$ cat src/rtl/tqvp_jnms_pdm_tx.sv
// PDM transmitter peripheral: buffers 16-bit signed PCM samples in a small FIFO
// and streams them out as a first-order sigma-delta bitstream with its own clock.
`timescale 1ns/1ps
module tqvp_jnms_pdm_tx #(
  parameter int FIFO_DEPTH = 4
) (
  input  logic        clk,
  input  logic        rst,
  input  logic [7:0]  ui_in,
  output logic [7:0]  uo_out,
  input  logic [5:0]  address,
  input  logic [31:0] data_in,
  input  logic [1:0]  data_write_n,
  input  logic [1:0]  data_read_n,
  output logic [31:0] data_out,
  output logic        data_ready,
  output logic        user_interrupt
);

  localparam int AW = $clog2(FIFO_DEPTH);

  typedef logic [15:0] sample_t;

  logic          en_q, en_d, ie_q, ie_d;
  logic [2:0]    thr_q, thr_d;
  logic [7:0]    clkdiv_q, clkdiv_d, osr_q, osr_d;
  sample_t       mem_q [FIFO_DEPTH];
  sample_t       mem_d [FIFO_DEPTH];
  logic [AW-1:0] wr_ptr_q, wr_ptr_d, rd_ptr_q, rd_ptr_d;
  logic [3:0]    level_q, level_d;
  logic          underrun_q, underrun_d, overflow_q, overflow_d;
  logic [7:0]    p_q, p_d, b_q, b_d;
  sample_t       acc_q, acc_d, cur_q, cur_d;
  logic          pdm_clk_q, pdm_clk_d, pdm_dat_q, pdm_dat_d, irq_q, irq_d;

  logic          wr_any, wr_ctrl, wr_clkdiv, wr_data, wr_status, wr_osr, flush;
  logic [7:0]    d_eff, half;
  logic          bit_event, pop_req, do_pop, do_push, fifo_empty, fifo_full;
  sample_t       head, sample;
  logic [16:0]   sum;
  logic          unused_bits;

  // Bus write decode; every register field lives in the low byte, so any width updates it
  always_comb begin
    wr_any    = (data_write_n != 2'b11);
    wr_ctrl   = wr_any && (address == 6'h00);
    wr_clkdiv = wr_any && (address == 6'h04);
    wr_data   = wr_any && (address == 6'h08);
    wr_status = wr_any && (address == 6'h0C);
    wr_osr    = wr_any && (address == 6'h10);
    flush     = wr_ctrl && data_in[1];
  end

  // Software-visible configuration registers (FLUSH is a pulse, never stored)
  always_comb begin
    en_d     = en_q;
    thr_d    = thr_q;
    ie_d     = ie_q;
    clkdiv_d = clkdiv_q;
    osr_d    = osr_q;
    if (wr_ctrl) begin
      en_d  = data_in[0];
      thr_d = data_in[4:2];
      ie_d  = data_in[5];
    end
    if (wr_clkdiv) clkdiv_d = data_in[7:0];
    if (wr_osr)    osr_d    = data_in[7:0];
  end

  // PDM timing: effective divider, half point and the bit event at the falling edge
  always_comb begin
    d_eff     = (clkdiv_q < 8'd2) ? 8'd2 : clkdiv_q;
    half      = {1'b0, d_eff[7:1]};
    bit_event = en_q && (p_q == half);
    pop_req   = bit_event && (b_q == 8'd0);
  end

  // FIFO bookkeeping: a pop on empty underruns, a push on full overflows unless a pop frees a slot
  always_comb begin
    fifo_empty = (level_q == 4'd0);
    fifo_full  = (level_q == 4'(FIFO_DEPTH));
    head       = mem_q[rd_ptr_q];
    do_pop     = pop_req && !fifo_empty;
    do_push    = wr_data && !flush && (!fifo_full || do_pop);
    mem_d      = mem_q;
    wr_ptr_d   = wr_ptr_q;
    rd_ptr_d   = rd_ptr_q;
    level_d    = level_q + 4'(do_push) - 4'(do_pop);
    underrun_d = underrun_q;
    overflow_d = overflow_q;
    if (do_push) begin
      mem_d[wr_ptr_q] = data_in[15:0];
      wr_ptr_d        = wr_ptr_q + AW'(1);
    end
    if (do_pop) rd_ptr_d = rd_ptr_q + AW'(1);
    if (flush) begin
      wr_ptr_d = '0;
      rd_ptr_d = '0;
      level_d  = 4'd0;
    end
    if (wr_status && data_in[2]) underrun_d = 1'b0;
    if (wr_status && data_in[3]) overflow_d = 1'b0;
    if (pop_req && fifo_empty) underrun_d = 1'b1;
    if (wr_data && !flush && fifo_full && !do_pop) overflow_d = 1'b1;
  end

  // Phase/bit counters and the first-order sigma-delta modulator
  always_comb begin
    p_d       = 8'd0;
    b_d       = b_q;
    acc_d     = acc_q;
    cur_d     = cur_q;
    pdm_clk_d = 1'b0;
    pdm_dat_d = pdm_dat_q;
    sample    = cur_q;
    sum       = '0;
    if (!en_q) begin
      b_d       = 8'd0;
      acc_d     = '0;
      cur_d     = '0;
      pdm_dat_d = 1'b0;
    end else begin
      p_d       = (p_q >= d_eff - 8'd1) ? 8'd0 : p_q + 8'd1;
      pdm_clk_d = (p_q < half);
      if (bit_event) begin
        b_d       = (b_q >= osr_q - 8'd1) ? 8'd0 : b_q + 8'd1;
        if (pop_req) sample = fifo_empty ? 16'h0000 : head;
        cur_d     = sample;
        sum       = {1'b0, acc_q} + {1'b0, sample ^ 16'h8000};
        pdm_dat_d = sum[16];
        acc_d     = sum[15:0];
      end
    end
  end

  // Interrupt request: FIFO running low or an underrun has happened
  always_comb begin
    irq_d = ie_q && en_q && (({1'b0, thr_q} >= level_q) || underrun_q);
  end

  // Register readback, purely a function of the address
  always_comb begin
    data_out = 32'h0;
    case (address)
      6'h00:   data_out = {26'b0, ie_q, thr_q, 1'b0, en_q};
      6'h04:   data_out = {24'b0, clkdiv_q};
      6'h08:   data_out = {16'b0, cur_q};
      6'h0C:   data_out = {24'b0, level_q, overflow_q, underrun_q, fifo_full, fifo_empty};
      6'h10:   data_out = {24'b0, osr_q};
      default: data_out = 32'h0;
    endcase
  end

  // State registers, all cleared asynchronously so the PDM outputs drop at once
  always_ff @(posedge clk or posedge rst) begin
    if (rst) begin
      en_q       <= 1'b0;
      ie_q       <= 1'b0;
      thr_q      <= '0;
      clkdiv_q   <= '0;
      osr_q      <= '0;
      for (int i = 0; i < FIFO_DEPTH; i++) mem_q[i] <= '0;
      wr_ptr_q   <= '0;
      rd_ptr_q   <= '0;
      level_q    <= '0;
      underrun_q <= 1'b0;
      overflow_q <= 1'b0;
      p_q        <= '0;
      b_q        <= '0;
      acc_q      <= '0;
      cur_q      <= '0;
      pdm_clk_q  <= 1'b0;
      pdm_dat_q  <= 1'b0;
      irq_q      <= 1'b0;
    end else begin
      en_q       <= en_d;
      ie_q       <= ie_d;
      thr_q      <= thr_d;
      clkdiv_q   <= clkdiv_d;
      osr_q      <= osr_d;
      mem_q      <= mem_d;
      wr_ptr_q   <= wr_ptr_d;
      rd_ptr_q   <= rd_ptr_d;
      level_q    <= level_d;
      underrun_q <= underrun_d;
      overflow_q <= overflow_d;
      p_q        <= p_d;
      b_q        <= b_d;
      acc_q      <= acc_d;
      cur_q      <= cur_d;
      pdm_clk_q  <= pdm_clk_d;
      pdm_dat_q  <= pdm_dat_d;
      irq_q      <= irq_d;
    end
  end

  assign uo_out         = {5'b0, pdm_dat_q, pdm_clk_q, 1'b0};
  assign data_ready     = 1'b1;
  assign user_interrupt = irq_q;
  assign unused_bits    = &{1'b0, ui_in, data_read_n, data_in[31:16]};

endmodule

$ cat config.mk
export PLATFORM = sky130hd
export DESIGN_NAME = tqvp_jnms_pdm_tx
export DESIGN_NICKNAME = d
export VERILOG_FILES = /design/src/rtl/tqvp_jnms_pdm_tx.sv
export SDC_FILE = /design/constraint.sdc
export NUM_CORES = 1
export LEC_CHECK = 0
export CAP_MARGIN = 0
export CORE_MARGIN = 2
export CORE_UTILIZATION = 55
export DETAILED_ROUTE_END_ITERATION = 10
export PLACE_DENSITY = 0.78
export SETUP_SLACK_MARGIN = 0.3
export SLEW_MARGIN = 0
export SYNTH_ARGS = -nofsm -noshare
export SYNTH_HDL_FRONTEND = slang
export SYNTH_SLANG_ARGS = --single-unit
$ cat constraint.sdc
create_clock -name clk -period 8.1 [get_ports clk]
set_input_delay 0.81 -clock clk [delete_from_list [all_inputs] [get_ports clk]]
set_output_delay 0.81 -clock clk [all_outputs]
set_load 0.05 [all_outputs]
[Word level (Yosys, flattened, before mapping)]
Index checks and enable logic that the tools add are counted.
Cells by class
  add/sub/neg operators: 9
  $lt $le $gt $ge: 8
  equal/unequal tests: 8
  mux-type cells: 33
  bitwise operators: 3
  reduce and logical (&&, ||, !) cells: 32
Operators by type and width (number)
  16-bit 2-to-1 mux: 11
  16-bit case mux with 5 select lines: 1
  64-bit bitwise mux: 1
  8-bit 2-to-1 mux: 6
  16-bit binary-select mux with 2-bit select: 1
  16-bit demux with 2-bit select: 1
  1-bit logical AND: 19
  16-bit by 16-bit adder with 17-bit output: 1
  8-bit by 1-bit adder with 8-bit output (second input constant): 2
  8-bit greater-or-equal comparator: 2
  8-bit by 1-bit subtractor with 8-bit output (second input constant): 2
  6-bit by 4-bit == test with 1-bit output (second input constant): 2
  8-bit by 7-bit == test with 1-bit output: 1
  8-bit logical NOT: 1
  8-bit by 2-bit < comparator with 1-bit output (second input constant): 1
  8-bit by 7-bit < comparator with 1-bit output: 1
  2-bit 2-to-1 mux: 4
  2-bit nonzero test: 4
  1-bit 2-to-1 mux: 7
  6-bit by 3-bit == test with 1-bit output (second input constant): 1
  6-bit by 5-bit == test with 1-bit output (second input constant): 1
  3-bit greater-or-equal comparator (second input constant): 2
  6-bit logical NOT: 1
  2-bit NOT with 3-bit output: 2
  other kinds (13): 18
Storage, ports and cells
  register bits after elaboration: 146
  input bits: 52
  output and inout bits: 42
  word-level logic and storage cells: 114

[Depth between registers and ports, before layout]
Gate-level depths: netlist (run 1).
  depth after elaboration: 12
  depth in mapped cells: 19
  gate-level depth less buffers: 18

[Worst setup path before layout (run 1)]
Ideal clock, no wire load.
  kind: reg-to-reg
  start: register clkdiv_q[2]
  end: register acc_q[13]
  library setup time: 126 ps
  arrival: 4053 ps
  data required time: 7974 ps
  slack: 3921 ps
  cell stages (with the launch flop): 16
  path buffers: 1
  period minus slack after synthesis: 4179 ps
  path through: dfrtp_1 nor2_1 nand3_1 o31ai_1 ha_1 nand2_1 nor4_1 nand3_1 clkbuf_1 o21ai_0 ha_1 a21o_1 a221o_1 a221oi_1 o31ai_1 a221o_1
On the way
  word-level cells in the longest chain between the ends: 11
  elaborated cells on any way between the ends: 12
Ends and longest elaborated chain
  from (decl): line 26  | logic [7:0] clkdiv_q, clkdiv_d, osr_q, osr_d;
  from (signal assigned): line 179  | clkdiv_q <= clkdiv_d;
  8-bit by 2-bit < comparator with 1-bit output: line 72  | d_eff = (clkdiv_q < 8'd2) ? 8'd2 : clkdiv_q;
  8-bit 2-to-1 mux *: line 72
  8-bit by 7-bit == test with 1-bit output *: line 74  | bit_event = en_q && (p_q == half);
  1-bit logical AND *: line 74
  1-bit logical AND: line 75  | pop_req = bit_event && (b_q == 8'd0);
  16-bit 2-to-1 mux: line 127  | if (pop_req) sample = fifo_empty ? 16'h0000 : head;
  16-bit 2-to-1 mux: line 125  | if (bit_event) begin
  16-bit 2-to-1 mux: line 117  | if (!en_q) begin
  16-bit by 16-bit adder with 17-bit output: line 129  | sum = {1'b0, acc_q} + {1'b0, sample ^ 16'h8000};
  16-bit 2-to-1 mux: line 125
  16-bit 2-to-1 mux: line 117
  to (signal assigned): line 170  | acc_q <= '0;
  to (signal assigned): line 189  | acc_q <= acc_d;
  to (decl): line 33  | sample_t acc_q, acc_d, cur_q, cur_d;
Every way passes the cells marked *; elsewhere a longest branch is shown, timed or not. The select of a mux whose other input is x is not followed.
A chain may end at the register's enable or synchronous reset.

[Final worst setup path (run 1)]
  start: register clkdiv_q[2]
  end: register acc_q[15]
On the way
  word-level cells in the longest chain between the ends: 12
  elaborated cells on any way between the ends: 13
Ends and longest elaborated chain (line)
  8-bit by 2-bit < comparator with 1-bit output: 72
  8-bit 2-to-1 mux *: 72
  8-bit by 7-bit == test with 1-bit output *: 74
  1-bit logical AND *: 74
  1-bit logical AND: 75
  16-bit 2-to-1 mux: 127
  16-bit 2-to-1 mux: 125
  16-bit 2-to-1 mux: 117
  1-bit NOT (no line)
  16-bit by 16-bit adder with 17-bit output: 129
  16-bit 2-to-1 mux: 125
  16-bit 2-to-1 mux: 117
Marked as above.

==> impl_results.md, run 1 <==
* Status: completed
* Synthesized flop and latch total at 146
* Startpoint Class: flop
* Final Wtd Congestion at 0.847
* Slew margin rel. at 32.9%
* Max Buffers Root-to-Sink at 2
* Die width at 130 um
* Floorplan Core Area at 0.0157 mm^2
* Post-synth top area share at 41.6%
* Initial Utilization at 55.9%
* Routed Antenna Nets at 0
* Fill count at 1237
* IO buf count at 44
* Top cells by area, synth: dfrtp_1 (42%), ha_1 (8.7%), mux2_4 (6.8%), mux2_2 (5.8%), mux4_2 (4.1%)
* Layout cells sized above 1 at 18.7%
* Initial antenna violation count at 0
* P_leak at 4.73 nW
* Crit path capture type: flop
* WHS at 0.492 ns
* CTS root buffer: clkbuf_16
* Final setup viols at 0
* Cell Area, Synth at 0.00878 mm^2
* Nets at 917
* Power per cell area at 224 mW/mm^2
* H-tree lvl count at 4
* Post-DP HPWL at 12600 um
* Max Freq at 0.202 GHz
* Most common cell in the netlist: dfrtp_1
* GR Util All Layers at 24.4%
* Pin count of the biggest net entering global routing at 77
* Post-synthesis sequential area ratio at 41.6%
* Synth unique cells at 71
* Post-synth EDFFs at 0
* Diode count at 0
* Post-CTS sizing at 0
* Post-CTS Setup Inserts at 0
* Synth-to-layout area growth at 11.6%
* Via/cell ratio at 5.77
* Die H at 130 um
* Worst Hold Class: reg -> reg
* Num rows at 46
* DR iter-0 viols at 529
* Final Max Tran Viols at 0
* Final Hold Viols at 0
* Final Core Density at 62.4%
* Post-CTS Hold Fix Bufs at 0
* Max VDD drop at 0.164 mV
* First-pass GRT wire length at 31800 um
* Crit path time final at 4.95 ns
* Syn Area/Cell at 11.4 um^2
* Drc violations at 0
* Cells after Synth at 768
* Leading area contributor after synthesis: dfrtp_1
* Io pins at 94
* Post-DR wirelength/cell at 18.2 um
* CTS Buf Count at 17
* Total wire length at 18800 um
* Async S/R FF share, synth at 100%
* Vias in the first global route at 6103
* Total power at 2.20 mW
* Worst path required time at 8.40 ns
* CP Class: reg -> reg
* CP max FO at 33
* Total gr overflow at 0
* Top_reg_cell synth: dfrtp_1
* Max_cap viols at 0
* Worst Skew at 0.0113 ns
* Setup TNS at 0 ns
* Clock slew at reported path FFs at 0.07 ns
* CTS Sinks at 146
* Post-route clock period utilization at 61.1%
* Worst-Margin Slew at 0.999 ns
* DRT Pass-1 Iters at 6
* Synth cell count leaders: dfrtp_1 (146), nand2_1 (82), ha_1 (61), o21ai_0 (46), mux2_2 (45)
* CTS tree: yes
* Skew-Pair Late Insertion Delay at 0.44 ns
* Vias at 5953
* RSZ-0062 raised after global routing: false
* Die Outline Area at 0.0170 mm^2
* CP Data Arrival Time at 5.25 ns
* Warnings, synthesis at 0
placed cells by master, fill, tap and decap left out, drive strengths merged, types with 8 or more instances in the layout:
cell and instances:
mux4 16, nand3 17, clkdlybuf4s50 44, nor2 23
dfrtp 146, a222oi 8, a21o 15, ha 61
clkbuf 18, a21oi 15, o21ai 46, mux2 85
inv 44, xor2 15, xnor2 23, a211oi 10
and2 10, nand2 86, conb 23, a22o 17
sequential cells by signal (all words and copies together) (netlist names):
name	flops
thr_q	3
rd_ptr_q	2
underrun_q	1
b_q	8
level_q	4
pdm_clk_q	1
overflow_q	1
mem_q	64
en_q	1
p_q	8
cur_q	16
osr_q	8
ie_q	1
user_interrupt	1
clkdiv_q	8
acc_q	16
pdm_dat_q	1
wr_ptr_q	2
per-layer routing:
layer  part of all wire [%]  wire (um)  track usage [%]
met1                     44       8330             32.3
met2                     50       9320             40.6
met3                    4.8        893             5.00
met4                    1.3        246             7.59
met5                      0          0                0
path summary, 6_finish.rpt:
kind                              from        end  slack (ns)  depth (start not counted)
max                        clkdiv_q[2]  acc_q[15]        3.15                         17
min                          pdm_dat_q  pdm_dat_q        0.49                          2
max reg2reg                clkdiv_q[2]  acc_q[15]        3.15                         17
min reg2reg                  pdm_dat_q  pdm_dat_q        0.49                          2
max in group asynchronous          rst     p_q[7]        5.85                          3
min in group asynchronous          rst  mem_q[38]        0.84                          2
final cells by class:
cell class,instances,area [um^2],area share [%]
Multi-Input combinational cell,553,4680,47.8
Sequential cell,146,3650,37.3
Timing Repair Buffer,49,478,4.88
Clock buffer,18,439,4.48
Tap cell,216,270,2.76
Clock inverter,14,138,1.40
Inverter,35,136,1.39
through the flow:
stage / instances / setup slack (ns) / area [um^2]
4_1_cts: 1031 / 3.18 / 9800
3_5_place_dp: 999 / 3.19 / 9220
3_3_place_gp: 999 / 3.21 / 9220
6_report: 1031 / 3.15 / 9800
2_1_floorplan: 789 / 3.37 / 8850
5_1_grt: 1031 / 2.53 / 9800
report_power, final:
part / internal [mW] / leakage (nW) / switching, mW
clock: 0.417 / 0.284 / 0.357
sequential: 0.801 / 1.98 / 0.0857
combinational: 0.248 / 2.47 / 0.287
worst max-delay path, cell delays in order, from the launching register on:
cell and delay (ns):
dfrtp_1 0.47, nor2_1 0.20, nand3_1 0.13, o31ai_1 0.46
ha_1 0.20, nand2_1 0.08, nor4_2 0.22, buf_4 0.31
nand3_1 0.11, buf_4 0.26, o21ai_0 0.37, ha_1 0.33
a21o_1 0.20, a221o_1 0.40, a221oi_1 0.66, a2bb2oi_1 0.16
xnor2_1 0.17, o21ai_0 0.09
logic make-up (layout without fill, tap and decap cells):
family	Yosys count	after routing	share of synthesized area, %
AO/OA/AOI/OAI	146	146	11.7
XOR/XNOR	38	38	3.79
adder cells (fa/ha/maj)	63	63	9.15
buffers and inverters	90	116	5.97
flip-flops	146	146	41.6
multiplexers	102	102	16.8
other	2	23	0.0856
AND/OR/NAND/NOR	181	181	10.8
No activity file was read; power rests on OpenSTA's default activity.
==> inputs of run 2 (changes only) <==
Clock period 8.1 ns to 5.1 ns, I/O delays scaled along.
==> impl_results.md, run 2 (synthesized netlist as in run 1, its figures left out) <==
* IO buf count at 44 (unchanged)
* DRT Pass-1 Iters at 7 (+1)
* Post-CTS Setup Inserts at 0 (unchanged)
* Final Wtd Congestion at 0.850 (+0.38%)
* Hold Path Origin: pdm_dat_q
* Routed Antenna Nets at 0 (unchanged)
* Synth-to-layout area growth at 12.9%
* Total power at 3.64 mW (+66%)
* Status: completed
* Layout cells sized above 1 at 19.3% (+0.64 points)
* Post-DP HPWL at 12700 um (+0.86%)
* Floorplan Core Area at 0.0157 mm^2 (unchanged)
* Post-DR wirelength/cell at 18.1 um (-0.75%)
* Internal reg-to-reg setup slack at 0.76 ns (-2.40 ns)
* Final Hold Viols at 0 (unchanged)
* Internal at 2.47 mW (+69%)
* Commonest non-fill, non-tap cells in the layout: dfrtp_1 (146), nand2_1 (82), ha_1 (61), o21ai_0 (45), mux2_2 (45)
* Worst-Margin Slew at 0.939 ns (-0.0600 ns)
* Inst Count DP at 1003 (+0.40%)
* Reg2reg path depth at 16 (-1)
* WHS at 0.495 ns (+0.00317 ns)
* WHS Endpoint: pdm_dat_q
* Fill count at 1191 (-3.7%)
* Die width at 130 um (unchanged)
* CP Class: reg -> reg
* GR Util met1 at 32.7% (+0.38 points)
* P_leak at 4.79 nW (+1.2%)
* Final setup viols at 0 (unchanged)
* CTS Sinks at 146 (unchanged)
* Placed instance area at 0.00925 mm^2 (+0.33%)
* Vias in the first global route at 6040 (-1.0%)
* Final worst slack at 0.755 ns (-2.40 ns)
* CP Data Arrival Time at 4.64 ns (-0.61 ns)
* Slowest stage delay, CP at 0.51 ns (-0.15 ns)
* CTS root buffer: clkbuf_16
* Initial antenna violation count at 0 (unchanged)
* Worst path required time at 5.40 ns (-3.00 ns)
* Clock slew at reported path FFs at 0.06 ns (about the same)
* Crit path capture type: flop
* Final Core Density at 63.0% (+0.68 points)
* Most common cell after layout, fill and taps aside: dfrtp_1
* First-pass GRT wire length at 30900 um (-2.7%)
* Part of the power in registers at 38.9% (-1.5 points)
* CP max-delay cell: a2111oi_1
* Final Max Tran Viols at 0 (unchanged)
* Non-filler cells, final at 1035 (+0.39%)
* Slew margin rel. at 37.4% (+4.5 points)
* Setup TNS at 0 ns (unchanged)
* Startpoint Class: flop
* Setup WS pre-CTS at 0.478 ns (-2.72 ns)
* H-tree lvl count at 4 (unchanged)
* Cell Chain, Critical Path: nor2_1 > nand3_1 > o31ai_1 > ha_1 > nand2_1 > nor4_2 > nand3_2 > o21ai_0 > inv_1 > fa_1 > nand3b_1 > a2111oi_1 > nor2_1 > a21oi_1 > xnor2_1 > o21ai_0
* Worst hold stages at 2 (unchanged)
* Total gr overflow at 0 (unchanged)
* Combinational Power Share at 23.8% (-0.6 points)
* DR iter-0 viols at 392 (-26%)
* Total wire length at 18700 um (-0.36%)
* Worst Hold Class: reg -> reg
* Drc violations at 0 (unchanged)
* Post-CTS Hold Fix Bufs at 0 (unchanged)
* Grt peak-use layer: met2
* Pin count of the biggest net entering global routing at 104 (+35%)
* Via/cell ratio at 5.76 (-0.25%)
* Vias at 5961 (+0.13%)
* Sw Pwr at 1.16 mW (+60%)
* Largest regs: mem_q (64), acc_q (16), cur_q (16)
* Nets at 921 (+0.44%)
* Critical R2R Launch: clkdiv_q[2]
* Met2 usage in global routing at 38.8% (-1.8 points)
* Power per cell area at 367 mW/mm^2 (+64%)
* Max Freq at 0.230 GHz (+14%)
* CP max FO at 12 (-64%)
* Max Buffers Root-to-Sink at 2 (unchanged)
* Diode count at 0 (unchanged)
* Num rows at 46 (unchanged)
* Die Outline Area at 0.0170 mm^2 (unchanged)
* Max FFs per register at 64 (unchanged)
* End of the worst register-to-register path: acc_q[12]
* Crit path time final at 4.34 ns (-0.603 ns)
* Post-route cell area at 0.00991 mm^2 (+1.1%)
* Io pins at 94 (unchanged)
* Reg with most FFs: mem_q
* Sw Ratio at 32.0% (-1.3 points)
* CTS Buf Count at 17 (unchanged)
* Clock share of power at 37.3% (+2.1 points)
* Met3 usage in global routing at 4.35% (-0.66 points)
* Worst Skew at 0.00955 ns (-0.00170 ns)
* Post-route clock period utilization at 85.2% (+24 points)
* Max VDD drop at 0.304 mV (+85%)
* CTS tree: yes
* RSZ-0062 raised after global routing: false
* Max_cap viols at 0 (unchanged)
* Initial Utilization at 55.9% (unchanged)
* GR Util All Layers at 23.7% (-0.71 points)
* Die H at 130 um (unchanged)
* Skew-Pair Late Insertion Delay at 0.43 ns (about the same)
-- run 2: cell types whose count changed in the layout (fill, tap and decap cells not counted), sizes merged --
cell | before | now
clkbuf | 18 | 17
bufinv | 0 | 3
clkinv | 4 | 3
buf | 5 | 9
clkinvlp | 1 | 0
-- run 2: what timing repair did --
item / in CTS / in global routing
gates resized for setup: 0 / 4
endpoints found under the setup margin: 0 / 7
endpoints found under the hold margin: 0 / 0
-- run 2: power by group through the flow --
stage | Combinational, mW | Clock [mW] | Sequential (mW)
6_report | 0.866 | 1.36 | 1.42
5_1_grt | 0.960 | 1.43 | 1.44
4_1_cts | 0.871 | 1.37 | 1.42
3_5_place_dp | 0.860 | 0 | 1.43
3_3_place_gp | 0.831 | 0 | 1.43
2_1_floorplan | 0.720 | 0 | 1.36
-- run 2: worst max path at each step --
stage / start / endpoint / slack, ns / cells after the start
finish: clkdiv_q[2] / acc_q[12] / 0.76 / 16
global route: clkdiv_q[2] / pdm_dat_q / 0.34 / 17
CTS: clkdiv_q[2] / acc_q[13] / 0.45 / 15
detailed placement: clkdiv_q[2] / acc_q[15] / 0.48 / 15
global placement: clkdiv_q[2] / acc_q[13] / 0.54 / 15
floorplan: rst / acc_q[0] / 0.67 / 1
-- run 2: cell type report --
class / instances / area (um^2) / share of cell area [%]
Sequential cell: 146 / 3650 / 36.9
Clock buffer: 17 / 425 / 4.29
Inverter: 35 / 136 / 1.38
Multi-Input combinational cell: 553 / 4700 / 47.4
Timing Repair Buffer: 53 / 508 / 5.13
Tap cell: 216 / 270 / 2.73
Clock inverter: 15 / 216 / 2.19
-- run 2: worst max-delay path: cells and delay by family, from the launching register on --
kind                       cells  cell delay (ns)
xor gates and xnor gates       1             0.15
buffers and inverters          1             0.10
DFF                            1             0.46
AOI/OAI and AO/OA              5             1.54
and+or+nand+nor                7             1.37
adders and majority gates      2             0.59
-- run 2: per-layer routing --
metal | vias to the layer above | wire [um] | share of wire (%)
met3 | 20 | 798 | 4.3
li1 | 2806 | - | -
met1 | 2987 | 8660 | 46
met4 | 0 | 228 | 1.2
met2 | 148 | 9030 | 48
met5 | - | 0 | 0
